## src/rtl/lift_group_dispatcher.sv

```systemverilog
// lift_group_dispatcher: latches hall calls and assigns each pending call to the
// cheapest in-service car, one call at a time, with a round-robin slot search.
module lift_group_dispatcher #(
  parameter int unsigned N_FLOORS = 8,
  parameter int unsigned N_CARS   = 2
) (
  input  logic                                   clk,
  input  logic                                   reset,
  input  logic [N_FLOORS-1:0]                    i_up_rqst,
  input  logic [N_FLOORS-1:0]                    i_dn_rqst,
  input  logic [N_CARS*$clog2(N_FLOORS)-1:0]     i_car_flr,
  input  logic [N_CARS-1:0]                      i_car_dir,
  input  logic [N_CARS-1:0]                      i_car_motion,
  input  logic [N_CARS-1:0]                      i_car_avail,
  input  logic [N_CARS-1:0]                      i_car_up_clr,
  input  logic [N_CARS-1:0]                      i_car_dn_clr,
  output logic [N_CARS*N_FLOORS-1:0]             o_car_up_req,
  output logic [N_CARS*N_FLOORS-1:0]             o_car_dn_req,
  output logic [N_FLOORS-1:0]                    o_up_pending,
  output logic [N_FLOORS-1:0]                    o_dn_pending,
  output logic                                   o_busy
);

  localparam int unsigned FW = $clog2(N_FLOORS);
  localparam int unsigned CW = (N_CARS > 1) ? $clog2(N_CARS) : 1;
  localparam int unsigned NS = 2 * N_FLOORS;
  localparam int unsigned SW = $clog2(NS);
  localparam int unsigned KW = FW + 2;

  typedef enum logic [1:0] {StIdle, StScan, StEval, StGrant} state_e;

  state_e                       r_state;
  logic [SW-1:0]                r_ptr;
  logic [SW-1:0]                r_slot;
  logic [CW-1:0]                r_car_idx;
  logic [CW-1:0]                r_best_car;
  logic [KW-1:0]                r_best_cost;
  logic                         r_best_vld;
  logic [NS-1:0]                r_pend;
  logic [N_CARS-1:0][NS-1:0]    r_asgn;

  logic [NS-1:0]                w_assigned;
  logic [NS-1:0]                w_free;
  logic                         w_found;
  logic [SW-1:0]                w_pick;
  logic [FW-1:0]                w_car_flr;
  logic                         w_car_dir;
  logic                         w_car_mot;
  logic                         w_car_avl;
  logic                         w_call_up;
  logic [FW-1:0]                w_call_flr;
  logic [FW:0]                  w_dist;
  logic                         w_toward;
  logic [KW-1:0]                w_cost;
  logic [N_FLOORS-1:0]          w_up_m;
  logic [N_FLOORS-1:0]          w_dn_m;
  logic [NS-1:0]                w_clr;
  logic [NS-1:0]                w_pend_nxt;
  logic                         w_grant;
  logic [N_CARS-1:0][NS-1:0]    w_asgn_nxt;

  // Slots that are pending but held by no car are candidates for dispatch.
  always_comb begin
    w_assigned = '0;
    for (int unsigned c = 0; c < N_CARS; c++) begin
      w_assigned = w_assigned | r_asgn[c];
    end
    w_free = r_pend & ~w_assigned;
  end

  // Round-robin search for the first free slot after the last granted one.
  always_comb begin
    int unsigned idx;
    w_found = 1'b0;
    w_pick  = '0;
    idx     = 0;
    for (int unsigned i = 0; i < NS; i++) begin
      idx = (32'(r_ptr) + i + 32'd1) % NS;
      if (!w_found && w_free[SW'(idx)]) begin
        w_found = 1'b1;
        w_pick  = SW'(idx);
      end
    end
  end

  // Cost of serving the held slot with the car currently under evaluation.
  always_comb begin
    w_car_flr = '0;
    w_car_dir = 1'b0;
    w_car_mot = 1'b0;
    w_car_avl = 1'b0;
    for (int unsigned c = 0; c < N_CARS; c++) begin
      if (CW'(c) == r_car_idx) begin
        w_car_flr = i_car_flr[c*FW +: FW];
        w_car_dir = i_car_dir[c];
        w_car_mot = i_car_motion[c];
        w_car_avl = i_car_avail[c];
      end
    end
    w_call_up  = (r_slot < SW'(N_FLOORS));
    w_call_flr = w_call_up ? FW'(r_slot) : FW'(r_slot - SW'(N_FLOORS));
    w_dist     = (w_car_flr > w_call_flr) ? ({1'b0, w_car_flr} - {1'b0, w_call_flr})
                                          : ({1'b0, w_call_flr} - {1'b0, w_car_flr});
    // A moving car only avoids the penalty when heading at the call in the call's direction.
    w_toward   = w_car_mot && (w_car_dir == w_call_up) &&
                 (w_call_up ? (w_car_flr < w_call_flr) : (w_car_flr > w_call_flr));
    w_cost     = (!w_car_mot || w_toward) ? KW'(w_dist) : KW'(w_dist) + KW'(N_FLOORS);
  end

  // Next pending/assignment state: press, then clear (clear wins), grant, then drop-out.
  always_comb begin
    w_up_m = i_up_rqst;
    w_up_m[N_FLOORS-1] = 1'b0;
    w_dn_m = i_dn_rqst;
    w_dn_m[0] = 1'b0;
    w_clr = '0;
    for (int unsigned c = 0; c < N_CARS; c++) begin
      if (32'(i_car_flr[c*FW +: FW]) < N_FLOORS) begin
        if (i_car_up_clr[c]) w_clr[SW'(i_car_flr[c*FW +: FW])] = 1'b1;
        if (i_car_dn_clr[c]) w_clr[SW'(i_car_flr[c*FW +: FW]) + SW'(N_FLOORS)] = 1'b1;
      end
    end
    w_pend_nxt = (r_pend | {w_dn_m, w_up_m}) & ~w_clr;
    w_grant    = (r_state == StGrant) && r_best_vld && w_pend_nxt[r_slot];
    for (int unsigned c = 0; c < N_CARS; c++) begin
      w_asgn_nxt[c] = r_asgn[c] & ~w_clr;
      if (w_grant && (r_best_car == CW'(c))) w_asgn_nxt[c][r_slot] = 1'b1;
      if (!i_car_avail[c]) w_asgn_nxt[c] = '0;
    end
  end

  // Call slot registers.
  always_ff @(posedge clk or negedge reset) begin
    if (!reset) begin
      r_pend <= '0;
      r_asgn <= '0;
    end else begin
      r_pend <= w_pend_nxt;
      r_asgn <= w_asgn_nxt;
    end
  end

  // Assignment FSM: scan for a slot, evaluate each car in turn, then grant.
  always_ff @(posedge clk or negedge reset) begin
    if (!reset) begin
      r_state     <= StIdle;
      r_ptr       <= SW'(NS - 1);
      r_slot      <= '0;
      r_car_idx   <= '0;
      r_best_car  <= '0;
      r_best_cost <= '0;
      r_best_vld  <= 1'b0;
    end else begin
      unique case (r_state)
        StIdle: begin
          if (|w_free) r_state <= StScan;
        end
        StScan: begin
          if (w_found) begin
            r_slot     <= w_pick;
            r_car_idx  <= '0;
            r_best_vld <= 1'b0;
            r_state    <= StEval;
          end else begin
            r_state <= StIdle;
          end
        end
        StEval: begin
          if (w_car_avl && (!r_best_vld || (w_cost < r_best_cost))) begin
            r_best_vld  <= 1'b1;
            r_best_cost <= w_cost;
            r_best_car  <= r_car_idx;
          end
          if (r_car_idx == CW'(N_CARS - 1)) r_state <= StGrant;
          else r_car_idx <= r_car_idx + 1'b1;
        end
        StGrant: begin
          if (w_grant) r_ptr <= r_slot;
          r_state <= StIdle;
        end
        default: r_state <= StIdle;
      endcase
    end
  end

  for (genvar c = 0; c < N_CARS; c++) begin : g_out
    assign o_car_up_req[c*N_FLOORS +: N_FLOORS] = r_asgn[c][N_FLOORS-1:0];
    assign o_car_dn_req[c*N_FLOORS +: N_FLOORS] = r_asgn[c][NS-1:N_FLOORS];
  end

  assign o_up_pending = r_pend[N_FLOORS-1:0];
  assign o_dn_pending = r_pend[NS-1:N_FLOORS];
  assign o_busy       = (r_state != StIdle);

endmodule

```

## config.mk

```make
export PLATFORM = sky130hd
export DESIGN_NAME = lift_group_dispatcher
export DESIGN_NICKNAME = d
export VERILOG_FILES = /design/src/rtl/lift_group_dispatcher.sv
export SDC_FILE = /design/constraint.sdc
export NUM_CORES = 1
export LEC_CHECK = 0
export CAP_MARGIN = 10
export CELL_PAD_IN_SITES_DETAIL_PLACEMENT = 0
export CELL_PAD_IN_SITES_GLOBAL_PLACEMENT = 1
export CORE_MARGIN = 5
export CORE_UTILIZATION = 31
export CTS_CLUSTER_DIAMETER = 30
export DETAILED_ROUTE_END_ITERATION = 10
export MAX_ROUTING_LAYER = met4
export PLACE_DENSITY = 0.57
export SLEW_MARGIN = 20
export SYNTH_ARGS = -nofsm -noshare
export SYNTH_HDL_FRONTEND = slang
export SYNTH_SLANG_ARGS = --single-unit
```

## constraint.sdc

```tcl
create_clock -name clk -period 5 [get_ports clk]
set_input_delay 1 -clock clk [delete_from_list [all_inputs] [get_ports clk]]
set_output_delay 1 -clock clk [all_outputs]
set_load 0.005 [all_outputs]
```

; ---- Word-level counts from Yosys, hierarchy flattened
; Cells that the tools add are included.
[op_classes]
order_cmp = 30
mux = 101
n_bitwise = 14
n_eq_ne = 8
reduce_logical = 56
addsub = 37
[ops]
columns = operator, count
row1 = 16-bit 2-to-1 mux, 7
row2 = 16-bit bitwise OR, 6
row3 = "4-bit by 5-bit less-than comparator with 1-bit output, second input constant", 19
row4 = 1-bit binary-select mux with 4-bit select, 17
row5 = 4-bit 2-to-1 mux, 17
row6 = "4-bit by 1-bit adder with 4-bit output, second input constant", 16
row7 = 16-bit AND, 4
row8 = 1-bit 2-to-1 mux, 45
row9 = "4-bit adder, second input constant", 8
row10 = 16-bit inverter, 2
row11 = 1-bit logical AND, 27
row12 = 1-bit zero test, 17
row13 = "4-bit by 3-bit adder with 4-bit output, second input constant", 4
row14 = 16-bit by 8-bit bitwise OR with 16-bit output, 1
row15 = 16-bit OR reduction, 1
row16 = 1-bit demux with 4-bit select, 3
row17 = "4-bit by 1-bit >= comparator with 1-bit output, second input constant", 3
row18 = "3-bit by 5-bit less-than comparator with 1-bit output, second input constant", 2
row19 = 2-bit AND reduction, 5
row20 = "3-bit by 4-bit adder with 4-bit output, second input constant", 2
row21 = "4-bit by 2-bit adder with 4-bit output, second input constant", 2
row22 = 8-bit 2-to-1 mux, 1
row23 = "2-bit inequality test, second input constant", 4
row24 = 2-bit one-hot mux with 4 select lines, 1
row25 = other kinds (22), 32
[totals]
in_bits = 34
output_inout_bits = 49
wordCells = 256
regBits = 66

; ---- Logic depth before layout (Yosys ltp)
[logic_depth]
word_depth = 53
depth_mapped = 21
ltp_nobuf = 19

; ---- Worst setup path after synthesis
; Ideal clock, no wire load.
[synth_path]
kind = input to register
startpoint = input i_car_flr[1]
endpoint = register r_best_cost[0]
n_path_buf = 2
t_required_ps = 4921
stages = 18
t_arrival_ps = 4869
path_slack_ps = 52
setup_ps = 79
cell_sequence = clkbuf_1 mux2i_1 inv_1 fa_1 inv_1 fa_1 a31oi_1 a21oi_1 a221o_1 a221oi_1 ha_1 ha_1 nor2b_1 o21ai_0 nand2b_1 a211oi_1 clkbuf_1 mux2i_1
[synth_via]
elab_chain_cells = 10
word_cells_on_any_way = 15
cone_classes = add/sub: 3 / order compare: 3 / mux: 4 / reduce/logical: 5
[synth_lines]
columns = element, line_no
row1 = from (decl), 11  ; input logic [N_CARS*$clog2(N_FLOORS)-1:0] i_car_flr,
row2 = 3-bit 2-to-1 mux (*), 93  ; if (CW'(c) == r_car_idx) begin
row3 = branches (longest 4 deep; another with 4-bit by 4-bit adder with 5-bit output), -
row4 = 5-bit 2-to-1 mux (*), 107  ; w_cost = (!w_car_mot || w_toward) ? KW'(w_dist) : KW'(w_dist) + KW'(N_FLOORS);
row5 = via w_cost[3], 54  ; logic [KW-1:0] w_cost;
row6 = 5-bit less-than comparator (*), 169  ; if (w_car_avl && (!r_best_vld || (w_cost < r_best_cost))) begin
row7 = 1-bit logical OR (*), 169
row8 = 1-bit logical AND (*), 169
row9 = 2-bit AND reduction (no line) (*), -
row10 = to (signal assigned), 171  ; r_best_cost <= w_cost;
row11 = to (decl), 37  ; logic [KW-1:0] r_best_cost;
; Mark *: on every way through the listed nets, which the timed path passes.
; A chain may end at the register's enable or synchronous reset.

; ---- Final worst setup path
[layout_path]
startpoint = input i_car_flr[3]
endpoint = register r_best_car
[layout_via]
elab_chain_cells = 10
word_cells_on_any_way = 15
cone_classes = add/sub: 3 / order compare: 3 / mux: 4 / reduce/logical: 5
[layout_lines]
columns = element, line_no
row1 = 3-bit 2-to-1 mux (*), 93
row2 = branches (longest 4 deep; another with 4-bit by 4-bit adder with 5-bit output), -
row3 = 5-bit 2-to-1 mux (*), 107
row4 = via w_cost[3], 54
row5 = 5-bit less-than comparator (*), 169
row6 = 1-bit logical OR (*), 169
row7 = 1-bit logical AND (*), 169
row8 = 2-bit AND reduction (no line) (*), -
row9 = to (signal assigned), 172  ; r_best_car <= r_car_idx;
row10 = to (decl), 36  ; logic [CW-1:0] r_best_car;
; Marked as above.

==> report_table.html <==
<table>
<tr><th>Metric</th><th>Value</th></tr>
<tr><th colspan="2">Status</th></tr>
<tr><td>Outcome</td><td>finished clean</td></tr>
<tr><th colspan="2">Final layout</th></tr>
<tr><td>Post-Layout Cell Count</td><td>1090</td></tr>
<tr><td>Area added between synthesis and finish</td><td>25.5%</td></tr>
<tr><td>Fraction of layout cells with a size suffix above 1</td><td>0.169</td></tr>
<tr><td>Finished Cell Area</td><td>8180 um2</td></tr>
<tr><td>Most frequent cells in the layout</td><td>79 x sky130_fd_sc_hd__clkdlybuf4s50_1, 62 x sky130_fd_sc_hd__dfrtp_1, 52 x sky130_fd_sc_hd__nand2_1</td></tr>
<tr><td>Total of fill cells in the finished design</td><td>2102</td></tr>
<tr><td>Most common cell after layout, fill and taps aside</td><td>sky130_fd_sc_hd__clkdlybuf4s50_1</td></tr>
<tr><td>Antenna cell count</td><td>0</td></tr>
<tr><td>Number of nets in the final layout</td><td>866</td></tr>
<tr><th colspan="2">GRT</th></tr>
<tr><td>Largest net degree at the start of global routing</td><td>38</td></tr>
<tr><td>Wire length of the first global-routing pass</td><td>41.6 mm</td></tr>
<tr><td>Vias in the first global route</td><td>6655</td></tr>
<tr><td>Antenna violations before repair</td><td>0</td></tr>
<tr><td>Residual overflow from global routing</td><td>0</td></tr>
<tr><td>All-Layer GR Usage</td><td>0.229</td></tr>
<tr><th colspan="2">Logic synthesis</th></tr>
<tr><td>Sequential share of the synthesized area</td><td>0.254</td></tr>
<tr><td>Number of flops mapped to enable cells by yosys</td><td>0</td></tr>
<tr><td>Average footprint of a synthesized cell</td><td>9.16 um2</td></tr>
<tr><td>Xor and xnor fraction of the mapped netlist area</td><td>0.0234</td></tr>
<tr><td>Area contributors post-synth</td><td>sky130_fd_sc_hd__dfrtp_1 24%, sky130_fd_sc_hd__mux4_2 10%, sky130_fd_sc_hd__nor2b_1 4.5%, sky130_fd_sc_hd__mux2i_1 4.3%, sky130_fd_sc_hd__a22oi_1 4.3%</td></tr>
<tr><td>Synth Register Bits</td><td>66</td></tr>
<tr><td>Number of different library cells in the post-synthesis netlist</td><td>86</td></tr>
<tr><td>Multiplexer share of the synthesized area</td><td>0.166</td></tr>
<tr><td>Prevailing post-synth register cell</td><td>sky130_fd_sc_hd__dfrtp_1</td></tr>
<tr><td>Area fraction in compound gates after synthesis</td><td>0.235</td></tr>
<tr><td>Ys Warns</td><td>0</td></tr>
<tr><td>Fraction of the mapped netlist area in simple logic gates</td><td>0.228</td></tr>
<tr><td>Gate count after technology mapping</td><td>~700</td></tr>
<tr><td>Largest family of logic cells by synthesized area</td><td>compound AO/OA/AOI/OAI gates</td></tr>
<tr><td>Net Count, Synth</td><td>approximately 770</td></tr>
<tr><td>Summed instance area of the synthesized netlist</td><td>6520 um2</td></tr>
<tr><td>Fraction of synthesis flops using an asynchronous set or reset pin</td><td>1.00</td></tr>
<tr><td>Fraction of the mapped netlist area in adder cells</td><td>0.0457</td></tr>
<tr><td>Area share of the leading cell type in the synthesized netlist</td><td>0.238</td></tr>
<tr><td>Cell type with the highest aggregate area in the netlist</td><td>sky130_fd_sc_hd__dfrtp_1</td></tr>
<tr><th colspan="2">Clock tree</th></tr>
<tr><td>Clock slew seen by the registers of the worst setup and hold paths</td><td>0.05 ns</td></tr>
<tr><td>Number of CTS-inserted buffers</td><td>9</td></tr>
<tr><td>Postcts setup bufs</td><td>0</td></tr>
<tr><td>Insertion delay of the later-clocked pin in the worst-skew pair</td><td>0.33 ns</td></tr>
<tr><td>Count of clock tree sinks</td><td>66</td></tr>
<tr><td>CTS Buffer Depth</td><td>2</td></tr>
<tr><td>Clock root buffer master</td><td>sky130_fd_sc_hd__clkbuf_16</td></tr>
<tr><td>TritonCTS clock tree</td><td>done</td></tr>
<tr><td>CTS Hold Buffers Added</td><td>0</td></tr>
<tr><td>Number of levels in the clock H-tree</td><td>3</td></tr>
<tr><th colspan="2">Critical path</th></tr>
<tr><td>Worst setup EP type</td><td>flip-flop</td></tr>
<tr><td>Critical Setup Path Class</td><td>in -&gt; reg</td></tr>
<tr><td>Launch point of the worst reg-to-reg path</td><td>r_ptr[1]</td></tr>
<tr><td>Destination of the worst register-to-register timing path</td><td>r_slot[2]</td></tr>
<tr><td>Startpoint class of the critical path</td><td>input pin</td></tr>
<tr><td>Setup slack, reg-to-reg</td><td>0.41 ns</td></tr>
<tr><td>Worst reg-to-reg path cell count</td><td>12</td></tr>
<tr><td>Required @ worst endpoint</td><td>5.21 ns</td></tr>
<tr><td>Largest driver fanout on the critical path</td><td>5</td></tr>
<tr><td>Worst Path Arrival</td><td>5.01 ns</td></tr>
<tr><th colspan="2">Timing</th></tr>
<tr><td>Final setup skew</td><td>about 0.010 ns</td></tr>
<tr><td>Number of hold violations in the final report</td><td>0</td></tr>
<tr><td>Minimum clock period</td><td>4.80 ns</td></tr>
<tr><td>Final setup viols</td><td>0</td></tr>
<tr><td>Max-slew violation count</td><td>0</td></tr>
<tr><td>Portion of the clock cycle consumed by the worst path in the final layout</td><td>0.961</td></tr>
<tr><td>Worst slew slack as a fraction of its limit</td><td>0.265</td></tr>
<tr><td>Final worst slack</td><td>0.196 ns</td></tr>
<tr><td>Total Negative Setup Slacks</td><td>0 ns</td></tr>
<tr><td>Max Clock Freq</td><td>0.208 GHz</td></tr>
<tr><td>Pin slew with the least headroom to its limit</td><td>1.10 ns</td></tr>
<tr><th colspan="2">Drt</th></tr>
<tr><td>Initial DRC Count</td><td>607</td></tr>
<tr><td>ANT nets after route</td><td>0</td></tr>
<tr><td>DRC viols</td><td>0</td></tr>
<tr><td>Routed via count</td><td>6601</td></tr>
<tr><td>Length of the first detailed-routing pass in iterations</td><td>5</td></tr>
<tr><td>Wirelength, routed</td><td>26.9 mm</td></tr>
<tr><td>Detailed-route vias per instance</td><td>just over 6</td></tr>
<tr><td>Wirelength per Cell</td><td>roughly 25 um</td></tr>
<tr><th colspan="2">Floorplanning</th></tr>
<tr><td>Standard cell core area</td><td>20900 um2</td></tr>
<tr><td>Full die area</td><td>24000 um2</td></tr>
<tr><td>Vertical extent of the die</td><td>approximately 160 um</td></tr>
<tr><td>Initial core utilization</td><td>0.312</td></tr>
<tr><td>Site Rows</td><td>53</td></tr>
<tr><td>Horiz. Die Dim</td><td>155 um</td></tr>
<tr><td>Boundary pin count</td><td>83</td></tr>
<tr><th colspan="2">Min path</th></tr>
<tr><td>Number of instances on the worst hold path</td><td>1</td></tr>
<tr><td>Worst hold endpoint</td><td>r_state[0]</td></tr>
<tr><td>Hold path start</td><td>r_state[0]</td></tr>
<tr><td>Hold Crit Class</td><td>reg -&gt; reg</td></tr>
<tr><th colspan="2">Flow run</th></tr>
<tr><td>Maximum capacitance violations</td><td>0</td></tr>
<tr><th colspan="2">Power</th></tr>
<tr><td>Power, Total</td><td>~6300 uW</td></tr>
<tr><td>Static power due to leakage</td><td>0.00318 uW</td></tr>
<tr><td>Areal power density over the cells</td><td>between 700 and 800 nW/um2</td></tr>
<tr><td>Worst supply voltage drop on vdd</td><td>0.267 mV</td></tr>
<tr><th colspan="2">Placed design</th></tr>
<tr><td>Final GP Congestion</td><td>0.919</td></tr>
<tr><td>Pre-CTS setup slack</td><td>-0.360 ns</td></tr>
<tr><td>Input/output buffers</td><td>80</td></tr>
<tr><td>Placed Cells incl. Taps</td><td>1073</td></tr>
<tr><td>Cell area reported after detailed placement</td><td>~7800 um2</td></tr>
<tr><td>Half-perimeter wire length after placement</td><td>slightly above 20 mm</td></tr>
</table>
metrics by stage:
| stage | utilization | hold slack, ns |
|---|---|---|
| floorplan | - | 0.457 |
| global placement | 0.375 | 0.490 |
| detailed placement | 0.375 | 0.509 |
| CTS | 0.390 | 0.522 |
| global route | 0.392 | 0.569 |
| finish | 0.392 | 0.521 |
cell usage after synthesis, drive strengths merged, types with 9 or more instances:
cell type / n
dfrtp: 62
nand2: 52
nor2b: 47
nor2: 41
a22oi: 37
mux4: 29
a21oi: 28
mux2i: 28
inv: 26
o21ai: 26
buf: 23
clkbuf: 21
ha: 19
nor3b: 19
o21a: 18
a32oi: 17
a211oi: 14
nand3: 14
mux2: 13
nor4b: 13
and3: 10
nor3: 10
and2: 9
nor4: 9
worst max-delay path, stage by stage:
cell and delay [ns]:
sky130_fd_sc_hd__clkdlybuf4s50_1 0.44, sky130_fd_sc_hd__mux2i_2 0.26, sky130_fd_sc_hd__ha_2 0.24, sky130_fd_sc_hd__inv_1 0.05
sky130_fd_sc_hd__fa_1 0.35, sky130_fd_sc_hd__inv_1 0.08, sky130_fd_sc_hd__fa_2 0.23, sky130_fd_sc_hd__a31oi_4 0.06
sky130_fd_sc_hd__nor2_1 0.11, sky130_fd_sc_hd__a21oi_1 0.05, sky130_fd_sc_hd__a221o_1 0.31, sky130_fd_sc_hd__a221oi_2 0.25
sky130_fd_sc_hd__ha_1 0.29, sky130_fd_sc_hd__ha_1 0.27, sky130_fd_sc_hd__nor2b_1 0.13, sky130_fd_sc_hd__o21ai_0 0.17
sky130_fd_sc_hd__nand2b_1 0.10, sky130_fd_sc_hd__a211oi_2 0.27, sky130_fd_sc_hd__mux2_2 0.37
power by group:
part           internal (uW)  total [uW]  switching (uW)
combinational           1870        4810            2940
sequential               634         806             172
clock                    413         643             230
total                   2920        6260            3340
cell families (layout without fill, tap and decap cells):
group	count (synthesis)	after routing
XOR/XNOR	15	15
multiplexers	70	70
AO/OA/AOI/OAI	209	209
AND/OR/NAND/NOR	259	259
buffers and inverters	71	174
flip-flops	66	66
adder cells (fa/ha/maj)	22	22
routing by layer:
| metal | share of wire | GRT usage | vias to the layer above | wire length, um |
|---|---|---|---|---|
| li1 | - | - | 2956 | - |
| met1 | 0.45 | 0.308 | 3327 | 12000 |
| met2 | 0.47 | 0.366 | 275 | 12700 |
| met3 | 0.054 | 0.0228 | 43 | 1440 |
| met4 | 0.027 | 0.0694 | 0 | 737 |
| met5 | 0 | - | - | 0 |
worst max-delay path by stage:
stage            startpoint             end  slack, ns  cells past startpoint
6_report       i_car_flr[3]      r_best_car       0.20                     19
5_1_grt        i_car_flr[3]  r_best_cost[0]     -0.006                     20
4_1_cts        i_car_flr[3]  r_best_cost[0]       0.05                     19
3_5_place_dp   i_car_flr[3]  r_best_cost[0]      -0.36                     19
3_3_place_gp   i_car_flr[3]  r_best_cost[0]      -0.22                     19
2_1_floorplan  i_car_flr[1]  r_best_cost[0]       0.05                     18
layout make-up:
cell class,count,area (um2),share of cell area
multi-input cells,575,4600,0.563
flip-flops and latches,66,1660,0.202
repair buffers,131,1180,0.144
well taps,275,344,0.0420
clock buffers,14,264,0.0323
inverters,27,104,0.0127
clock inverters,2,35.0,0.00428
what timing repair did:
item                       in CTS  in global routing
setup endpoints to repair       1                  7
gates resized for setup         1                  7
pin swaps                       0                  1
cloned                          0                  1
flip-flops by register name (all words and copies together) (netlist names), 4 cells and up, named ones only:
register      cells
r_slot            4
o_car_dn_req     16
r_ptr             4
r_pend           16
o_car_up_req     16
r_best_cost       5
Note: power is estimated with default switching activity, not from simulation.
==> patch (config.mk and constraints unchanged) <==
Register the outputs `o_up_pending`, `o_dn_pending` and `o_busy`, with the module's reset; this adds one clock of latency there. The other outputs are not delayed to match.
--- a/src/rtl/lift_group_dispatcher.sv
+++ b/src/rtl/lift_group_dispatcher.sv
@@ -188,9 +188,17 @@
     assign o_car_dn_req[c*N_FLOORS +: N_FLOORS] = r_asgn[c][NS-1:N_FLOORS];
   end
 
-  assign o_up_pending = r_pend[N_FLOORS-1:0];
-  assign o_dn_pending = r_pend[NS-1:N_FLOORS];
-  assign o_busy       = (r_state != StIdle);
+  always_ff @(posedge clk or negedge reset) begin
+    if (!reset) begin
+      o_up_pending <= '0;
+      o_dn_pending <= '0;
+      o_busy       <= '0;
+    end else begin
+      o_up_pending <= r_pend[N_FLOORS-1:0];
+      o_dn_pending <= r_pend[NS-1:N_FLOORS];
+      o_busy       <= (r_state != StIdle);
+    end
+  end
 
 endmodule
 
Check against the original RTL: not equivalent (Yosys sat finds a counterexample within 4 cycles, from zero or initial values and one cycle with reset low).
==> patch against the original RTL <==
  * Via count fell by 0.62%
  * Sequential cell count rose by 17
  * Power fell by 8.1%
  * Final area rose by 6.0%
  * Combinational power fell by 14%
  * Worst hold slack got worse by 0.083 ns
  * Wire length fell by 0.26%
  * Area after synthesis rose by 9.6%
  * Worst setup slack improved by 0.084 ns
==> patch: results (changes against the original RTL) <==
metric;value;unit;change
crit-path max FO;6;;+1
Synth Area in Compound Gates;0.1935;;-0.04113
grt met2 use;0.3371;;-0.02919
Critical-path top delay cell;clkdlybuf4s50_1;;
DP HPWL;20650;µm;+1.8%
Clock Root Buffer;clkbuf_16;;
async set or reset register ratio after synthesis;1.000;;unchanged
met2 WL;12910;µm;+1.6%
Post-CTS Setup Inserts;0;;unchanged
routability cong.;0.9263;;+0.78%
CTS Buf Count;9;;unchanged
top cells by area, synth;dfrtp_1 28%, mux4_2 12%, a22oi_1 5.1%, mux2i_1 4.9%, nor2b_1 4.1%;;
drt pass-1 iters;6;;+1
xor/xnor cell area share of the yosys netlist;0.02154;;-0.001866
antenna violations before repair;0;;unchanged
layout cells sized above 1;0.1669;;-0.002452
Total GRT Usage;0.2089;;-0.02003
clk_skew;0.01394;ns;+0.003876 ns
synth warn;0;;unchanged
Post-Synth Adder-Cell Area;0.04168;;-0.003983
Critical Path Max Stage Delay;0.44;ns;about the same
Unique masters post-synth;85;;-1.2%
routed via count;6560;;-0.62%
mux contribution to synthesized area;0.1982;;+0.03209
# diodes;0;;unchanged
DR WL met3;1067;µm;-26%
Skew-Pair Late Insertion Delay;0.35;ns;+0.02 ns
sequential area share after synthesis;0.2914;;+0.03739
nets;860;;-0.69%
Syn Nets;779;;+1.4%
routed length on met1;12350;µm;+3.0%
pin count of the biggest net entering global routing;84;;+120%
Hold Path Class;register to register;;
P_leak;3.282;nW;+3.3%
Worst path top cell family by delay;adder cells;;
first-pass GRT wire length;41190;µm;-0.91%
top cells by count, synth;79 x dfrtp_1, 64 x nor2_1, 49 x a22oi_1, 47 x nor2b_1, 41 x nand2_1;;
DRT iter0 DRCs;602;;-0.82%
M3 GR Usage;0.02284;;+0.00002739
M1 GR Usage;0.2843;;-0.02384
Slew @ Worst Pin;0.9256;ns;-0.1750 ns
IO Port Bufs;80;;unchanged
Post-Place Setup Slack;-0.4036;ns;-0.04359 ns
Worst-path clk slew;0.07;ns;+0.02 ns
Longest Clk Path Bufs;2;;unchanged
Top Layer Used;met4;;
drt wl/cell;24.50;µm;-0.63%
switch share;0.4941;;-0.03976
worst vdd ir;0.1928;mV;-28%
H-tree Lvls;3;;unchanged
vias in the first global route;6681;;+0.39%
status;finished clean;;
==> patch: metrics by stage <==
stage	hold WS [ns]	cell area, µm²	std cells	total power [mW]
2_1_floorplan	0.3781	7144	723	3.761
3_3_place_gp	0.4273	8304	1077	4.887
3_5_place_dp	0.4147	8304	1077	4.922
4_1_cts	0.4391	8642	1093	5.701
5_1_grt	0.4559	8677	1094	6.131
6_report	0.4380	8677	1094	5.747
==> patch: what timing repair did <==
item,in CTS,in global routing
hold buffers,0,0
resized for setup,1,6
pin swaps,0,1
endpoints found under the setup margin,2,6
cloned,0,1
==> patch: logic make-up after synthesis <==
family,count (synthesis)
AOI/OAI and AO/OA,187
buffers and inverters,74
xor gates and xnor gates,14
muxes,88
and+or+nand+nor,255
DFF,83
adders and majority gates,22
==> patch: power by group through the flow <==
stage	clock, mW	sequential [mW]	combinational (mW)
2_1_floorplan	0	0.840	2.92
3_3_place_gp	0	0.890	4.00
3_5_place_dp	0	0.891	4.03
4_1_cts	0.757	0.880	4.06
5_1_grt	0.787	0.894	4.45
6_report	0.744	0.881	4.12
==> patch: cell type report <==
cell class / count / area, µm²
clock buffers: 9 / 225.2
clock inverters: 7 / 106.4
fillers: 2288 / 13960
inverters: 28 / 105.1
multi-input cells: 566 / 4732
flip-flops and latches: 83 / 2082
well taps: 285 / 356.6
repair buffers: 116 / 1070
==> patch: worst paths after layout <==
check / startpoint / end / slack (ns) / cells after the start
worst max-delay path: i_car_flr[0] / r_best_cost[0] / 0.28 / 20
max in group asynchronous: reset / o_car_dn_req[0] / 3.75 / 1
worst max register to register: r_ptr[1] / r_slot[2] / 0.60 / 12
min in group asynchronous: reset / o_car_dn_req[7] / 0.69 / 1
worst min register to register: r_pend[15] / o_dn_pending[7] / 0.44 / 0
worst min-delay path: r_pend[15] / o_dn_pending[7] / 0.44 / 0
